File: src/rtl/sa_host_loader.sv
// Host-side sequencer for the systolic array: streams weights and input activations into
// the array memories, starts sa_control, waits for done, then drains the output memory.
module sa_host_loader #(
    parameter int HOST_WIDTH    = 32,
    parameter int INPUT_WIDTH   = 32,
    parameter int INPUT_HEIGHT  = 8,
    parameter int WEIGHT_WIDTH  = 32,
    parameter int WEIGHT_HEIGHT = 4,
    parameter int OUTPUT_WIDTH  = 32,
    parameter int OUTPUT_HEIGHT = 8,
    localparam int WA_W = (WEIGHT_HEIGHT > 1) ? $clog2(WEIGHT_HEIGHT) : 1,
    localparam int IA_W = (INPUT_HEIGHT > 1) ? $clog2(INPUT_HEIGHT) : 1,
    localparam int OA_W = (OUTPUT_HEIGHT > 1) ? $clog2(OUTPUT_HEIGHT) : 1
) (
    input  logic                    clk,
    input  logic                    rst_n,
    input  logic                    s_valid,
    output logic                    s_ready,
    input  logic [HOST_WIDTH-1:0]   s_data,
    output logic                    m_valid,
    input  logic                    m_ready,
    output logic [HOST_WIDTH-1:0]   m_data,
    input  logic                    i_abort,
    output logic                    o_host_sel,
    output logic                    o_busy,
    output logic                    o_start,
    input  logic                    i_sa_done,
    output logic                    w_weight_cenb,
    output logic                    w_weight_wenb,
    output logic [WA_W-1:0]         w_weight_addr,
    output logic [WEIGHT_WIDTH-1:0] w_weight_data,
    output logic                    w_input_cenb,
    output logic                    w_input_wenb,
    output logic [IA_W-1:0]         w_input_addr,
    output logic [INPUT_WIDTH-1:0]  w_input_data,
    output logic                    r_output_cenb,
    output logic                    r_output_wenb,
    output logic [OA_W-1:0]         r_output_addr,
    input  logic [OUTPUT_WIDTH-1:0] i_output_data
);

    localparam int MAX_H = (WEIGHT_HEIGHT > INPUT_HEIGHT)
                         ? ((WEIGHT_HEIGHT > OUTPUT_HEIGHT) ? WEIGHT_HEIGHT : OUTPUT_HEIGHT)
                         : ((INPUT_HEIGHT > OUTPUT_HEIGHT) ? INPUT_HEIGHT : OUTPUT_HEIGHT);
    localparam int CNT_W = (MAX_H > 1) ? $clog2(MAX_H) : 1;

    typedef enum logic [3:0] {
        IDLE,
        LOAD_W,
        LOAD_I,
        START,
        WAIT_BUSY,
        WAIT_DONE,
        RD_REQ,
        RD_WAIT,
        OUT
    } state_t;

    state_t             state;
    logic [CNT_W-1:0]   cnt;
    logic               beat;

    function automatic logic is_last(input logic [CNT_W-1:0] c, input int height);
        return c == CNT_W'(height - 1);
    endfunction

    function automatic logic [HOST_WIDTH-1:0] zext_out(input logic [OUTPUT_WIDTH-1:0] d);
        return HOST_WIDTH'(d);
    endfunction

    // A beat presented together with abort is never accepted.
    assign beat = s_valid & s_ready & ~i_abort;

    always_ff @(posedge clk or negedge rst_n) begin
        if (!rst_n) begin
            state         <= IDLE;
            cnt           <= '0;
            s_ready       <= 1'b0;
            m_valid       <= 1'b0;
            m_data        <= '0;
            o_start       <= 1'b0;
            o_host_sel    <= 1'b0;
            o_busy        <= 1'b0;
            w_weight_cenb <= 1'b1;
            w_weight_wenb <= 1'b1;
            w_weight_addr <= '0;
            w_weight_data <= '0;
            w_input_cenb  <= 1'b1;
            w_input_wenb  <= 1'b1;
            w_input_addr  <= '0;
            w_input_data  <= '0;
            r_output_cenb <= 1'b1;
            r_output_wenb <= 1'b1;
            r_output_addr <= '0;
        end else begin
            // Memory strobes and start are single-cycle; they fall back unless re-armed below.
            w_weight_cenb <= 1'b1;
            w_weight_wenb <= 1'b1;
            w_input_cenb  <= 1'b1;
            w_input_wenb  <= 1'b1;
            r_output_cenb <= 1'b1;
            r_output_wenb <= 1'b1;
            o_start       <= 1'b0;

            if (i_abort) begin
                state      <= IDLE;
                cnt        <= '0;
                s_ready    <= 1'b0;
                m_valid    <= 1'b0;
                o_host_sel <= 1'b0;
                o_busy     <= 1'b0;
            end else begin
                case (state)
                    IDLE: begin
                        if (s_valid) begin
                            state      <= LOAD_W;
                            cnt        <= '0;
                            s_ready    <= 1'b1;
                            o_host_sel <= 1'b1;
                            o_busy     <= 1'b1;
                        end
                    end

                    LOAD_W: begin
                        if (beat) begin
                            w_weight_cenb <= 1'b0;
                            w_weight_wenb <= 1'b0;
                            w_weight_addr <= WA_W'(cnt);
                            w_weight_data <= s_data[WEIGHT_WIDTH-1:0];
                            if (is_last(cnt, WEIGHT_HEIGHT)) begin
                                state <= LOAD_I;
                                cnt   <= '0;
                            end else begin
                                cnt <= cnt + CNT_W'(1);
                            end
                        end
                    end

                    LOAD_I: begin
                        if (beat) begin
                            w_input_cenb <= 1'b0;
                            w_input_wenb <= 1'b0;
                            w_input_addr <= IA_W'(cnt);
                            w_input_data <= s_data[INPUT_WIDTH-1:0];
                            if (is_last(cnt, INPUT_HEIGHT)) begin
                                state      <= START;
                                cnt        <= '0;
                                s_ready    <= 1'b0;
                                o_host_sel <= 1'b0;
                                o_start    <= 1'b1;
                            end else begin
                                cnt <= cnt + CNT_W'(1);
                            end
                        end
                    end

                    START: begin
                        state <= WAIT_BUSY;
                    end

                    // done is still high from sa_control idling; wait for it to drop first.
                    WAIT_BUSY: begin
                        if (!i_sa_done) begin
                            state <= WAIT_DONE;
                        end
                    end

                    WAIT_DONE: begin
                        if (i_sa_done) begin
                            state         <= RD_REQ;
                            cnt           <= '0;
                            o_host_sel    <= 1'b1;
                            r_output_cenb <= 1'b0;
                            r_output_addr <= '0;
                        end
                    end

                    RD_REQ: begin
                        state <= RD_WAIT;
                    end

                    RD_WAIT: begin
                        state   <= OUT;
                        m_data  <= zext_out(i_output_data);
                        m_valid <= 1'b1;
                    end

                    OUT: begin
                        if (m_ready) begin
                            m_valid <= 1'b0;
                            if (is_last(cnt, OUTPUT_HEIGHT)) begin
                                state      <= IDLE;
                                cnt        <= '0;
                                o_host_sel <= 1'b0;
                                o_busy     <= 1'b0;
                            end else begin
                                state         <= RD_REQ;
                                cnt           <= cnt + CNT_W'(1);
                                r_output_cenb <= 1'b0;
                                r_output_addr <= OA_W'(cnt + CNT_W'(1));
                            end
                        end
                    end

                    default: begin
                        state         <= IDLE;
                        cnt           <= 'x;
                        s_ready       <= 1'bx;
                        m_valid       <= 1'bx;
                        m_data        <= 'x;
                        o_start       <= 1'bx;
                        o_host_sel    <= 1'bx;
                        o_busy        <= 1'bx;
                        w_weight_cenb <= 1'bx;
                        w_weight_wenb <= 1'bx;
                        w_weight_addr <= 'x;
                        w_weight_data <= 'x;
                        w_input_cenb  <= 1'bx;
                        w_input_wenb  <= 1'bx;
                        w_input_addr  <= 'x;
                        w_input_data  <= 'x;
                        r_output_cenb <= 1'bx;
                        r_output_wenb <= 1'bx;
                        r_output_addr <= 'x;
                    end
                endcase
            end
        end
    end

endmodule

File: config.mk
export PLATFORM = sky130hd
export DESIGN_NAME = sa_host_loader
export DESIGN_NICKNAME = d
export VERILOG_FILES = /design/src/rtl/sa_host_loader.sv
export SDC_FILE = /design/constraint.sdc
export NUM_CORES = 1
export LEC_CHECK = 0
export ABC_AREA = 1
export BUFFER_PORTS_ARGS = -buffer_cell sky130_fd_sc_hd__buf_4
export CORE_ASPECT_RATIO = 1.75
export CORE_MARGIN = 2
export CORE_UTILIZATION = 54
export CTS_CLUSTER_SIZE = 16
export DETAILED_ROUTE_END_ITERATION = 10
export PLACE_DENSITY = 0.88
export SETUP_SLACK_MARGIN = 0.5
export SLEW_MARGIN = 20
export SYNTH_ARGS = -nofsm -noshare
export SYNTH_HDL_FRONTEND = slang
export SYNTH_SLANG_ARGS = --single-unit
File: constraint.sdc
create_clock -name clk -period 3.6 [get_ports clk]
set_input_delay 1.08 -clock clk [delete_from_list [all_inputs] [get_ports clk]]
set_output_delay 1.08 -clock clk [all_outputs]
set_load 0.02 [all_outputs]
; ---- Yosys cells after proc, flatten, opt, wreduce, memory -nomap -nowiden
; Index checks and enable logic that the tools add are counted.
[word_totals]
register_bits = 120
in_bits = 70
out_inout_bits = 115
word_cells = 138
[classes]
n_addsub = 1
eq_ne = 29
n_mux = 63
bitwise = 7
reduce_logical = 21
[ops]
columns = op, n
row1 = $mux W32, 4
row2 = $mux W3, 13
row3 = $mux W4, 9
row4 = $pmux W4 S9, 1
row5 = $reduce_or A7 Y1, 4
row6 = $ne A3 B3 Y1 const B, 9
row7 = $mux W1, 24
row8 = $reduce_or A8 Y1, 3
row9 = $eq A4 B3 Y1 const B, 4
row10 = $pmux W3 S5, 1
row11 = $pmux W1 S2, 6
row12 = $ne A2 B1 Y1 const B, 5
row13 = $ne A2 B2 Y1 const B, 5
row14 = $reduce_and A5 Y1, 2
row15 = $reduce_or A9 Y1, 1
row16 = $eq A4 B2 Y1 const B, 2
row17 = $reduce_and A4 Y1, 2
row18 = $reduce_and A8 Y1, 1
row19 = $pmux W3 S2, 1
row20 = $reduce_and A3 Y1, 2
row21 = $reduce_and A6 Y1, 1
row22 = $not A1 Y1, 5
row23 = $reduce_or A5 Y1, 1
row24 = $eq A4 B1 Y1 const B, 1
row25 = 11 further kinds, 14

; ---- Logic depth before layout (Yosys ltp)
; Gate-level depths: netlist of the first run.
[depth]
word_depth = 5
mapped_depth = 10
depth_no_buf = 10

; ---- Worst setup path before layout of the first run
; OpenSTA, ideal clock, no wires.
[synth_timing]
path_type = input to register
startpoint = input i_abort
endpoint = register w_input_data[10]
setup_time_ns = 0.130
arrival_time_ns = 1.970
required_ns = 3.470
slack_ns = 1.500
stages = 8
path_buffers = 2
path_cell_list = inv_1 -> clkbuf_1 -> nand2_1 -> nand2_1 -> nand3_2 -> buf_2 -> nand2_1 -> o21ai_0
[synth_between]
elab_chain_len = 4
[synth_lines]
columns = element, line
row1 = start: declaration, 23  ; input logic i_abort,
row2 = $not A1 Y1 (no line) *, --
row3 = $and A1 B1 Y1, 72  ; assign beat = s_valid & s_ready & ~i_abort;
row4 = $ne A2 B2 Y1 (no line), --
row5 = $reduce_and A3 Y1 (no line) *, --
row6 = end signal: assignment, 144  ; w_input_data <= s_data[INPUT_WIDTH-1:0];
row7 = end: declaration, 35  ; output logic [INPUT_WIDTH-1:0] w_input_data,
; Mark *: on every way between the ends. The rest lies on a longest branch, timed or not.
; A chain may end at the register's enable or synchronous reset.

; ---- Final worst setup path of the first run
[layout_timing]
startpoint = input i_abort
endpoint = register m_data[12]
[layout_between]
elab_chain_len = 2
[layout_lines]
columns = element, line
row1 = $not A1 Y1 (no line), --
row2 = $reduce_and A2 Y1 (no line), --
row3 = end signal: assignment, 184  ; m_data <= zext_out(i_output_data);
row4 = end: declaration, 22  ; output logic [HOST_WIDTH-1:0] m_data,
; No other way between the ends.

==> results_dict.tcl, run 1 <==
set metrics [dict create \
    cp_common_cell "nand2_1" \
    syn_nets 706 \
    met2_usage_pct 54.4 \
    fin_crit_sh_pct 66.3 \
    wl_per_cell_um 15.9 \
    post_cts_buffers 0 \
    synth_cells 632 \
    fmax_mhz 419 \
    start_util_pct 55.1 \
    syn2layout_area_growth_pct 39.4 \
    sw_frac_of_total_pct 41.4 \
    utilization_pct 76.7 \
    fp.dieH_um 134 \
    cts_buffers 17 \
    n_antenna_cell 0 \
    ys_warn_count 0 \
    cp_slowest_stage_delay_ns 0.31 \
    synth.largest_area_cell "dfrtp_1" \
    power_density_mw_per_mm2 957 \
    fin_hold_ws_ns 0.473 \
    cp_data_arrival_time_ns 2.69 \
    synthTopCellsByArea "dfrtp_1 56%, nand2_1 20%, nand3_1 4.6%" \
    drc 0 \
    core_region_area_mm2 0.00941 \
    ios 185 \
    grt_max_degree 73 \
    fp.dieW_um 78.0 \
    use_met3_pct 7.79 \
    dp_cells 915 \
    maxCapViolCount 0 \
    use_met1_pct 31.1 \
    antenna_found_initial 0 \
    ctsResizeCount 0 \
    yosys.area_share.simple_pct 29.0 \
    tns_ns 0 \
    cts_tree "yes" \
    synth.distinct_cells 27 \
    cts_hold_repair.buffers 0 \
    ys_seq_elements 119 \
    clkSinkCount 119 \
    end_kind "flop" \
    leakage_nw 4.14 \
    rows 47 \
    yosysTopAreaCellShare_pct 56.0 \
    switching_power_w 0.00286 \
    cpLargestDelayFamily "buffers and inverters" \
    grt-busiest-layer "met2" \
    yosys.area_share.adder_pct 0.966 \
    timing.critical_path.from "i_abort" \
    power_frac_seq_pct 32.0 \
    crit_chain "buf_4 -> inv_1 -> nand2_1 -> nor2_2 -> buf_4 -> inv_2 -> nand2_1 -> nand2_1" \
    grt_setup_unrepaired "no" \
    hp-class "reg -> reg" \
    outcome "complete, no violations" \
    drt_iter0_drc 257 \
    slowest_stage "buf_4" \
    hold_viol 0 \
    cp-start-kind "primary input" \
    ant_nets 0 \
    setup_violations 0 \
    grt_pass1_wl_mm 24.4 \
    drive_gt1_share_pct 28.2 \
    muxShareOfSynthArea_pct 0 \
    syn_avg_cell_area_um2 8.20 \
    first_pass_iters 5 \
    final_cells 947 \
    worst_pin_slew_ns 0.926 \
    gr-usage-all-layers_pct 30.0 \
    nets 886 \
    fin_ws_ns 1.21 \
    place_ws_ns 0.795 \
    finClkSkew_ns 0.00888 \
    internal-power_w 0.00405 \
    io_buffers 183 \
    min_period_ns 2.39 \
    routed_wl_mm 15.1 \
    worstSetupPathType "in -> reg" \
    vias 4972 \
    slew_headroom_pct 38.3 \
    die_area_mm2 0.0104 \
    cts_max_level 4 \
    vias_per_cell 5.25 \
    crit_buf_inv 4 \
    synth_compound_area_share_pct 4.93 \
    final.fill_count 671 \
    grt_pass1_vias 5110 \
    root_buffer "clkbuf_16" \
    clock_latency_ns 0.41 \
    cts_max_path_buffers 2 \
    ir_drop_mv 0.502 \
    required_ns 3.90 \
    clkSlewWorstSetupHoldPaths_ns 0.06 \
    hpwl_mm 10.4 \
    yosysSeqAreaShare_pct 57.6 \
    comb_power_share_pct 42.5 \
    globalplace.congestion 0.934 \
    pwr-share-clk_pct 25.4 \
    grt-ovfl-total 0 \
    hp-start "w_weight_data[0]" \
    synth_xor_area_share_pct 0 \
    worstPathMaxFanout 33 \
    r2r_start "state[0]" \
    slew_viol_final 0 \
    synth_top_family_by_area "simple AND/OR/NAND/NOR gates" \
    synth_area_mm2 0.00518 \
]
==> registers in the layout, indices dropped and copies added (netlist names) <==
signal	cells
cnt	3
w_input_addr	3
r_output_addr	3
r_output_cenb	1
w_weight_data	32
o_start	1
w_input_data	32
w_weight_addr	2
m_data	32
state	4
m_valid	1
o_busy	1
o_host_sel	1
s_ready	1
w_weight_wenb	1
w_input_wenb	1
==> worst register-to-register path, delay by kind of cell (launching register included) <==
kind | cells | cell delay (ns)
buf+inv | 2 | 0.63
simple gates | 5 | 0.70
flops | 1 | 0.49
compound gates | 1 | 0.28
==> path summary, 6_finish.rpt <==
check	to	slack, ns	cells after the start
setup / recovery	m_data[12]	1.21	8
hold / removal	w_weight_data[0]	0.47	2
hold reg to reg	w_weight_data[0]	0.47	2
max in group asynchronous	m_data[0]	2.03	2
setup reg to reg	w_input_data[10]	1.33	8
min in group asynchronous	w_input_data[5]	0.79	1
==> power groups by stage <==
stage	combinational [W]	sequential, W	clock (W)
floorplan	0.00114	0.00277	0
global placement	0.00281	0.00219	0
detailed placement	0.00291	0.00221	0
CTS	0.00295	0.00221	0.00178
global route	0.00318	0.00227	0.00184
finish	0.00294	0.00221	0.00176
==> kinds of logic after synthesis <==
family / Yosys count
adders and majority gates: 4
buffers and inverters: 87
DFF: 119
and+or+nand+nor: 372
other: 1
AOI/OAI and AO/OA: 49
==> cell usage after synthesis <==
cell type and number:
inv_2 1, conb_1 1, nor3_1 2, nand2_2 1
nand2_4 1, clkbuf_1 6, nand4_1 2, o21ai_1 1
buf_2 13, dfstp_2 3, nand3_1 48, nor3_4 1
o21ai_2 1, nor2_1 36, o31ai_1 1, a21oi_1 3
nand2_1 277, buf_6 3, nand3b_1 1, nor2_2 2
o21ai_0 40, dfrtp_1 116, nand3_2 1, inv_1 58
a31oi_1 3, buf_4 6, ha_1 4
==> final cells by class <==
type | instances | area [µm²] | share of cell area [%]
Tap cell | 122 | 153 | 2.11
Clock inverter | 15 | 194 | 2.69
Sequential cell | 119 | 2980 | 41.3
Inverter | 59 | 221 | 3.07
Multi-Input combinational cell | 426 | 1810 | 25.1
Clock buffer | 17 | 425 | 5.89
Timing Repair Buffer | 189 | 1430 | 19.8
==> metrics by stage <==
stage	power, W	instance area (µm²)
2_1_floorplan	0.00391	5180
3_3_place_gp	0.00500	6600
3_5_place_dp	0.00512	6600
4_1_cts	0.00694	7220
5_1_grt	0.00729	7220
6_report	0.00691	7220
==> cells in the final DEF (no fill, tap or decap), drive strengths merged <==
master / synthesis / final
nor3: 3 / 3
nand4: 2 / 2
bufinv: 0 / 3
ha: 4 / 4
clkbuf: 6 / 17
clkinvlp: 0 / 2
inv: 59 / 64
conb: 1 / 1
dfrtp: 116 / 116
o31ai: 1 / 1
nor2: 38 / 38
clkinv: 0 / 5
dfstp: 3 / 3
nand3: 49 / 49
o21ai: 42 / 42
a31oi: 3 / 3
a21oi: 3 / 3
nand2: 279 / 279
buf: 22 / 189
nand3b: 1 / 1
==> layer usage <==
layer  vias up  share of wire (%)
li1       2308                  -
met1      2373                 35
met2       240                 54
met3        51                6.1
met4         0                4.6
met5         -                  0
No activity file was read; power rests on OpenSTA's default activity.
==> run 2: changes to the inputs <==
Settings changed: ABC_AREA 1 to 0, CORE_UTILIZATION 54 to 50, PLACE_DENSITY 0.88 to 0.82.
Clock period 3.6 ns to 2.3 ns, I/O delays scaled along.
==> run 2 against run 1 <==
Compared with the run above:
- setup slack worse by 0.86 ns
- area after synthesis is 0.60% lower
- critical endpoint is now state[0]
- core utilization is 1.5 points higher
- critical path type is now reg -> reg
==> results_dict.tcl, run 2 <==
set metrics [dict create \
    outcome "complete, no violations" \
    hp-class "in -> async" \
    min_period_ns 1.95 \
    synth_edf_count 0 \
    ant_nets 0 \
    worstSetupPathType "reg -> reg" \
    routed_wl_mm 15.8 \
    drc 0 \
    grt-ovfl-total 0 \
    tns_ns 0 \
    cp_common_cell "ha_4" \
    cts_buffers 17 \
    muxShareOfSynthArea_pct 23.2 \
    crit_chain "ha_4 -> ha_4 -> nor4b_2 -> nor2b_1 -> or4_4 -> mux2_4" \
    grt_setup_unrepaired "yes" \
    synth_most_common_cell "dfrtp_1" \
    drt_iter0_drc 224 \
    globalplace.congestion 0.878 \
    use_met1_pct 25.8 \
    end_kind "flop" \
    grt_max_degree 35 \
    ys_warn_count 0 \
    ir_drop_mv 0.761 \
    synth_area_mm2 0.00515 \
    final_common_cell "buf_4" \
    maxCapViolCount 0 \
    required_ns 2.58 \
    root_buffer "clkbuf_16" \
    fmax_mhz 513 \
    io_buffers 183 \
    cp-start-kind "flop" \
    nets 670 \
    dp_cells 677 \
    n_antenna_cell 0 \
    drive_gt1_share_pct 65.7 \
    antenna_found_initial 0 \
    yosysSeqAreaShare_pct 57.9 \
    yosysTopAreaCellShare_pct 56.4 \
    die_area_mm2 0.0112 \
    synth.largest_area_cell "dfrtp_1" \
    fp.dieH_um 138 \
    vias_per_cell 5.64 \
    worstPathMaxFanout 4 \
    vias 4153 \
    synth.distinct_cells 57 \
    hpwl_mm 9.43 \
    clkSlewWorstSetupHoldPaths_ns 0.06 \
    use_met3_pct 7.05 \
    clock_latency_ns 0.40 \
    first_pass_iters 5 \
    cts_max_level 4 \
    final_cell_mix "208 x buf_4, 111 x dfrtp_1, 71 x mux2_2" \
    ys_seq_elements 119 \
    grt-busiest-layer "met2" \
    cts_max_path_buffers 2 \
    synth_cells 375 \
    yosys.area_share.adder_pct 0.972 \
    synth-async-reset-ratio_pct 100 \
    fp.dieW_um 80.7 \
    p_total_w 0.00940 \
    slowest_stage "or4_4" \
    core_region_area_mm2 0.0102 \
    synth_compound_area_share_pct 6.83 \
    clkSinkCount 119 \
    utilization_pct 78.3 \
    ios 185 \
    slew_viol_final 0 \
    power_density_mw_per_mm2 1180 \
    cts_hold_repair.buffers 0 \
    synth_flop_cell "dfrtp_1" \
    gr-usage-all-layers_pct 26.1 \
    met2_usage_pct 45.7 \
    syn2layout_area_growth_pct 54.7 \
    cp_slowest_stage_delay_ns 0.51 \
    leakage_nw 4.01 \
    setup_violations 0 \
    synth_xor_area_share_pct 0.170 \
    syn_nets 449 \
    yosys.area_share.simple_pct 7.41 \
    rows 49 \
    cts_tree "yes" \
    fin_crit_sh_pct 84.7 \
    synth_top_family_by_area "multiplexers" \
    place_ws_ns 0.171 \
    syn_avg_cell_area_um2 13.7 \
    wl_per_cell_um 21.5 \
    grt_pass1_vias 4468 \
    start_util_pct 50.6 \
    hold_viol 0 \
    fin_ws_ns 0.353 \
    finClkSkew_ns 0.00811 \
    final_cells 736 \
    synthTopCellsByArea "dfrtp_1 56%, mux2_2 23%, dfstp_2 1.5%" \
    grt_pass1_wl_mm 22.1 \
    reg_top3 "m_data: 32 flops, w_input_data: 32 flops, w_weight_data: 32 flops" \
    synthTopCellsByCount "116 x dfrtp_1, 104 x mux2_2, 18 x nand2_1" \
    cp_data_arrival_time_ns 2.23 \
    r2r_slack_ns 0.35 \
]
-- run 2: changes by cell type in the layout (fill, tap and decap cells not counted), sizes merged, moves of 6 or more --
cell,change
buf,+33
nor2b,+8
a21oi,+7
mux2,+105
clkbuf,+6
nand3,-48
nor2,-23
inv,-56
nand2,-261
o21ai,-37
-- run 2: area by class of cell --
cell class	instances	area, µm²
Sequential cell	119	2990
Multi-Input combinational cell	226	2270
Fill cell	590	2210
Timing Repair Buffer	227	1900
Clock buffer	18	429
Clock inverter	14	199
Tap cell	127	159
Inverter	5	18.8
-- run 2: what timing repair did --
action / 4_1_cts / 5_1_grt
cloned: 1 / 8
resized for setup: 18 / 51
setup buffers: 15 / 3
pin swaps: 3 / 6
setup endpoints to repair: 110 / 105
-- run 2: per-layer routing --
layer	up-vias	part of all wire, %	wire length, µm
li1	1791	-	-
met1	2069	33	5280
met2	231	55	8670
met3	62	5.9	936
met4	0	5.8	912
met5	-	0	0
-- run 2: final timing paths --
check,from,depth (start not counted),to
max,cnt[0],6,state[0]
min,rst_n,1,w_weight_data[30]
max reg2reg,cnt[0],6,state[0]
min reg2reg,m_data[9],1,m_data[9]
max in group asynchronous,rst_n,2,r_output_cenb
min in group clk,m_data[9],1,m_data[9]
-- run 2: report_power, final --
part	leakage (nW)	switching, W	internal [W]	total, W
clock	0.299	0.000992	0.00183	0.00282
sequential	1.53	0.000395	0.00270	0.00310
combinational	2.18	0.00174	0.00174	0.00348
total	4.01	0.00313	0.00627	0.00940
-- run 2: kinds of logic (layout without fill, tap and decap cells) --
logic type,Yosys count,in the layout
other cells,1,1
compound gates,46,46
xor+xnor,1,1
fa+ha+maj,4,4
simple gates,68,68
mux,106,106
buf+inv,30,264
flops,119,119
-- run 2: critical path, delay by kind of cell (launching register included) --
kind,cells,cell delay [ns]
adders and majority gates,2,0.37
DFF,1,0.42
muxes,1,0.33
and+or+nand+nor,3,0.71
-- run 2: per-stage QoR --
step                      hold WS, ns  instance area (µm²)
after floorplan                 0.394                 5180
after global placement          0.487                 6760
after detailed placement        0.495                 6760
after CTS                       0.247                 7610
after global routing            0.264                 7970
final                           0.245                 7970
